## src/rtl/fwvexrisc_wb_pkg.sv

```systemverilog
// Shared Wishbone constants and the target state encoding for the fwvexrisc bus slaves.
package fwvexrisc_wb_pkg;

    localparam int WB_ADR_W = 32;
    localparam int WB_DAT_W = 32;
    localparam int WB_SEL_W = 4;

    typedef enum logic [1:0] {
        IDLE    = 2'd0,
        RD_WAIT = 2'd1,
        RESP    = 2'd2
    } wbState_e;

endpackage

```

## src/rtl/fwvexrisc_wb_sram_target.sv

```systemverilog
// Wishbone classic target in front of an external 1-cycle-read, byte-masked SRAM macro.
// Define FWVEXRISC_WB_SRAM_TARGET_ERR_EN to answer out-of-window requests with t_err instead of aliasing.
module fwvexrisc_wb_sram_target
    import fwvexrisc_wb_pkg::*;
#(
    parameter int                  ADDR_WIDTH = 10,
    parameter logic [WB_ADR_W-1:0] BASE_ADDR  = 32'h0000_0000
) (
    input  logic                  clock,
    input  logic                  reset_n,
    input  logic [WB_ADR_W-1:0]   t_adr,
    input  logic [WB_DAT_W-1:0]   t_dat_w,
    output logic [WB_DAT_W-1:0]   t_dat_r,
    input  logic                  t_cyc,
    input  logic                  t_stb,
    input  logic [WB_SEL_W-1:0]   t_sel,
    input  logic                  t_we,
    output logic                  t_ack,
    output logic                  t_err,
    output logic                  mem_cs,
    output logic                  mem_we,
    output logic [WB_SEL_W-1:0]   mem_wmask,
    output logic [ADDR_WIDTH-1:0] mem_adr,
    output logic [WB_DAT_W-1:0]   mem_wdat,
    input  logic [WB_DAT_W-1:0]   mem_rdat
);

    wbState_e state;
    logic     request;
    logic     inWindow;
    logic     unusedAdr;

    // The ack/err guard keeps a held strobe from being re-serviced in the response cycle.
    assign request = t_cyc && t_stb && !t_ack && !t_err && (state == IDLE);

`ifdef FWVEXRISC_WB_SRAM_TARGET_ERR_EN
    localparam logic [WB_ADR_W:0] WIN_LO = {1'b0, BASE_ADDR};
    localparam logic [WB_ADR_W:0] WIN_HI = WIN_LO + ({{WB_ADR_W{1'b0}}, 1'b1} << (ADDR_WIDTH + 2));

    assign inWindow  = ({1'b0, t_adr} >= WIN_LO) && ({1'b0, t_adr} < WIN_HI);
    assign unusedAdr = ^t_adr[1:0];
`else
    assign inWindow  = 1'b1;
    assign t_err     = 1'b0;
    assign unusedAdr = ^{t_adr[WB_ADR_W-1:ADDR_WIDTH+2], t_adr[1:0], BASE_ADDR};
`endif

    assign mem_cs    = reset_n && request && inWindow;
    assign mem_we    = t_we;
    assign mem_wmask = t_sel;
    assign mem_adr   = t_adr[ADDR_WIDTH+1:2];
    assign mem_wdat  = t_dat_w;

    always_ff @(posedge clock) begin
        if (!reset_n) begin
            state   <= IDLE;
            t_ack   <= 1'b0;
            t_dat_r <= '0;
`ifdef FWVEXRISC_WB_SRAM_TARGET_ERR_EN
            t_err   <= 1'b0;
`endif
        end else begin
            t_ack <= 1'b0;
`ifdef FWVEXRISC_WB_SRAM_TARGET_ERR_EN
            t_err <= 1'b0;
`endif
            case (state)
                IDLE: begin
                    if (request) begin
                        if (!inWindow) begin
                            state <= RESP;
`ifdef FWVEXRISC_WB_SRAM_TARGET_ERR_EN
                            t_err <= 1'b1;
`endif
                        end else if (t_we) begin
                            state <= RESP;
                            t_ack <= 1'b1;
                        end else begin
                            state <= RD_WAIT;
                        end
                    end
                end
                RD_WAIT: begin
                    // Initiator gave up on the read: drop it without touching the read data.
                    if (!t_cyc) begin
                        state <= IDLE;
                    end else begin
                        state   <= RESP;
                        t_ack   <= 1'b1;
                        t_dat_r <= mem_rdat;
                    end
                end
                RESP:    state <= IDLE;
                default: state <= IDLE;
            endcase
        end
    end

endmodule

```

## config.mk

```make
export PLATFORM = sky130hd
export DESIGN_NAME = fwvexrisc_wb_sram_target
export DESIGN_NICKNAME = d
export VERILOG_FILES = /design/src/rtl/fwvexrisc_wb_pkg.sv /design/src/rtl/fwvexrisc_wb_sram_target.sv
export SDC_FILE = /design/constraint.sdc
export NUM_CORES = 1
export LEC_CHECK = 0
export ABC_AREA = 1
export BUFFER_PORTS_ARGS = -buffer_cell sky130_fd_sc_hd__clkbuf_2
export CAP_MARGIN = 10
export CORE_MARGIN = 2
export CORE_UTILIZATION = 35
export DETAILED_ROUTE_END_ITERATION = 8
export PLACE_DENSITY = 0.8
export SLEW_MARGIN = 25
export SYNTH_ARGS = -nofsm -noshare
export SYNTH_HDL_FRONTEND = slang
export SYNTH_SLANG_ARGS = --single-unit
```

## constraint.sdc

```tcl
create_clock -name clock -period 1.06 [get_ports clock]
set_input_delay 0.265 -clock clock [delete_from_list [all_inputs] [get_ports clock]]
set_output_delay 0.265 -clock clock [all_outputs]
set_load 0.02 [all_outputs]
```

==> results.json <==
{
  "fin_crit_sh": 1.23,
  "leakage_nw": 1.27,
  "min_period_ps": 1310,
  "max_stage_delay_ps": 340,
  "yosys.area_share.simple": 0.297,
  "critPathArrivalTime_ps": 1040,
  "syn_nets": 377,
  "die_h_um": 75.9,
  "rsz0062_at_grt": "true",
  "drv_cap": 0,
  "synth_fa_ha_area_frac": 0,
  "nNetsFinal": 403,
  "dp_slack_ps": 15.3,
  "num_vias": 1507,
  "finalCoreUtilization": 0.443,
  "cp.buffers_inverters": 1,
  "antenna_left": 0,
  "htree_levels": 2,
  "path_class": "flip-flop to primary output",
  "yosysSeqAreaShare": 0.387,
  "drc": 0,
  "antenna_found_initial": 0,
  "first_global_vias": 1333,
  "fillers": 516,
  "synthMuxAreaShare": 0,
  "fmax_mhz": 766,
  "syn_avg_cell_area_um2": 6.65,
  "fin_cells": 369,
  "io_buffers": 71,
  "synth_area_um2": 1810,
  "cts-root-buf": "clkbuf_8",
  "clock_latency_ps": 280,
  "multi_input_area_um2": 559,
  "routed_wl_mm": 3.78,
  "crit_fanout": 2,
  "status": "complete, but fails checks",
  "cp-start-kind": "flip-flop",
  "synth_cells": 272,
  "dpl.cell_count": 359,
  "path_delay_family": "flip-flops",
  "whs_ps": 176,
  "ff_latch_area_um2": 733,
  "drive_gt1_frac": 0.398,
  "hold_viol_final": 0,
  "setup_viol_count_final": 18,
  "wl_per_cell_um": 10.3,
  "setup_tns_ps": -435,
  "endpoint_kind": "primary output",
  "grt_usage": 0.128,
  "ir_worst_vdd_mv": 0.551,
  "core_area_um2": 5040,
  "ys_seq_elements": 35,
  "ios": 187,
  "grt_pass1_wl_mm": 5.64,
  "fin_ws_ps": -246,
  "antenna_cells": 0,
  "violations": "negative setup slack",
  "hpwl_mm": 2.53,
  "cts_tree": "built",
  "yosysWarnings": 0,
  "initial_core_util": 0.359,
  "synth_compound_area_frac": 0,
  "report.final.slew_viol_count": 0,
  "fin_skew_ps": 5.02,
  "crit_path_cell_trace": "nor2_4 -> nand2_2 -> nor2_2 -> clkbuf_8",
  "drt_iter0_drc": 29,
  "grt_max_degree": 37,
  "hold_class": "input pin to flip-flop",
  "syn2layout_area_growth_pct": 23.4,
  "core.rowCount": 26,
  "routabilityCongestion": 0.657,
  "die-area_um2": 5760,
  "ys_types": 13,
  "avgViaCountPerCell": 4.08,
  "drt_pass1_iterations": 4,
  "synth-xor-area-share": 0,
  "powerDensity_nw_per_um2": 1160,
  "cts_max_path_buffers": 2,
  "clock-sinks": 35,
  "path_clk_slew_ps": 70,
  "grt_overflow": 0,
  "synth_top_family_by_area": "buffers and inverters",
  "die_w_um": 75.9,
  "cp.required_ps": 790,
  "cts_buffers": 5,
  "slowest_stage": "dfxtp_2"
}
==> worst paths after layout <==
check / start / to / slack (ps) / depth (start not counted)
max reg2reg: state[0] / t_dat_r[11] / -30 / 6
max: state[0] / mem_cs / -250 / 4
min reg2reg: t_dat_r[14] / t_dat_r[14] / 510 / 4
min: t_we / state[0] / 180 / 2
==> kinds of logic (layout without fill, tap and decap cells) <==
group | count (synthesis) | count (layout)
buffers and inverters | 95 | 122
DFF | 35 | 35
other | 1 | 1
and+or+nand+nor | 141 | 141
==> cell type report <==
| class | instances | share of cell area |
|---|---|---|
| well taps | 70 | 0.0392 |
| repair buffers | 78 | 0.284 |
| multi-input cells | 142 | 0.250 |
| flip-flops and latches | 35 | 0.328 |
| clock inverters | 3 | 0.00672 |
| inverters | 36 | 0.0605 |
| clock buffers | 5 | 0.0308 |
==> worst register-to-register path, delay by kind of cell, from the launching register on <==
kind,cells,cell delay (ps)
buf+inv,2,310
flops,1,360
simple gates,4,360
==> state kept, by name (all words and copies together), names as in the netlist <==
register,count
t_dat_r,32
t_ack,1
state,2
==> synth_stat cells <==
library cell  instances  area, um2
nor3_1                1       5.00
inv_2                 1       3.75
nand2_1              69        259
nor2_1               69        259
buf_2                 3       15.0
conb_1                1       3.75
nand3_1               1       5.00
clkbuf_1              3       11.3
buf_4                51        383
inv_1                35        131
nand3_2               1       10.0
buf_6                 2       22.5
dfxtp_1              35        701
==> stage by stage <==
| stage | instance area [um2] | power [mW] |
|---|---|---|
| after global routing | 2230 | 2.74 |
| after floorplan | 1810 | 1.78 |
| after detailed placement | 1890 | 1.64 |
| after global placement | 1890 | 1.64 |
| final | 2230 | 2.59 |
| after CTS | 2170 | 2.63 |
==> layout by cell type (no fill, tap or decap) <==
cell type   n
buf_12      2
buf_4      21
buf_8       3
clkbuf_2   37
clkbuf_8   20
clkinv_2    3
conb_1      1
dfxtp_1     9
dfxtp_2    26
inv_1      35
inv_2       1
nand2_1    68
nand2_2     1
nand3_1     1
nand3_2     1
nor2_1     65
nor2_2      3
nor2_4      1
nor3_1      1
==> repair_timing <==
action                                  CTS  global route
setup buffers                             2             0
resized for setup                        50            52
endpoints found under the setup margin   22            62
hold buffers                              0             0
pin swaps                                 2             0
==> per-layer routing <==
layer / GRT usage / routed length, um / vias to the layer above
met2: 0.221 / 1890 / 46
li1: - / - / 776
met4: 0.0858 / 165 / 0
met3: 0.0397 / 272 / 24
met5: 0 / 0 / -
met1: 0.133 / 1450 / 661
==> power breakdown <==
group	internal, mW	switching (mW)
clock network	0.450	0.483
registers	1.35	0.0187
logic	0.144	0.152
total	1.94	0.653
Power figures use the tool's default switching activity.
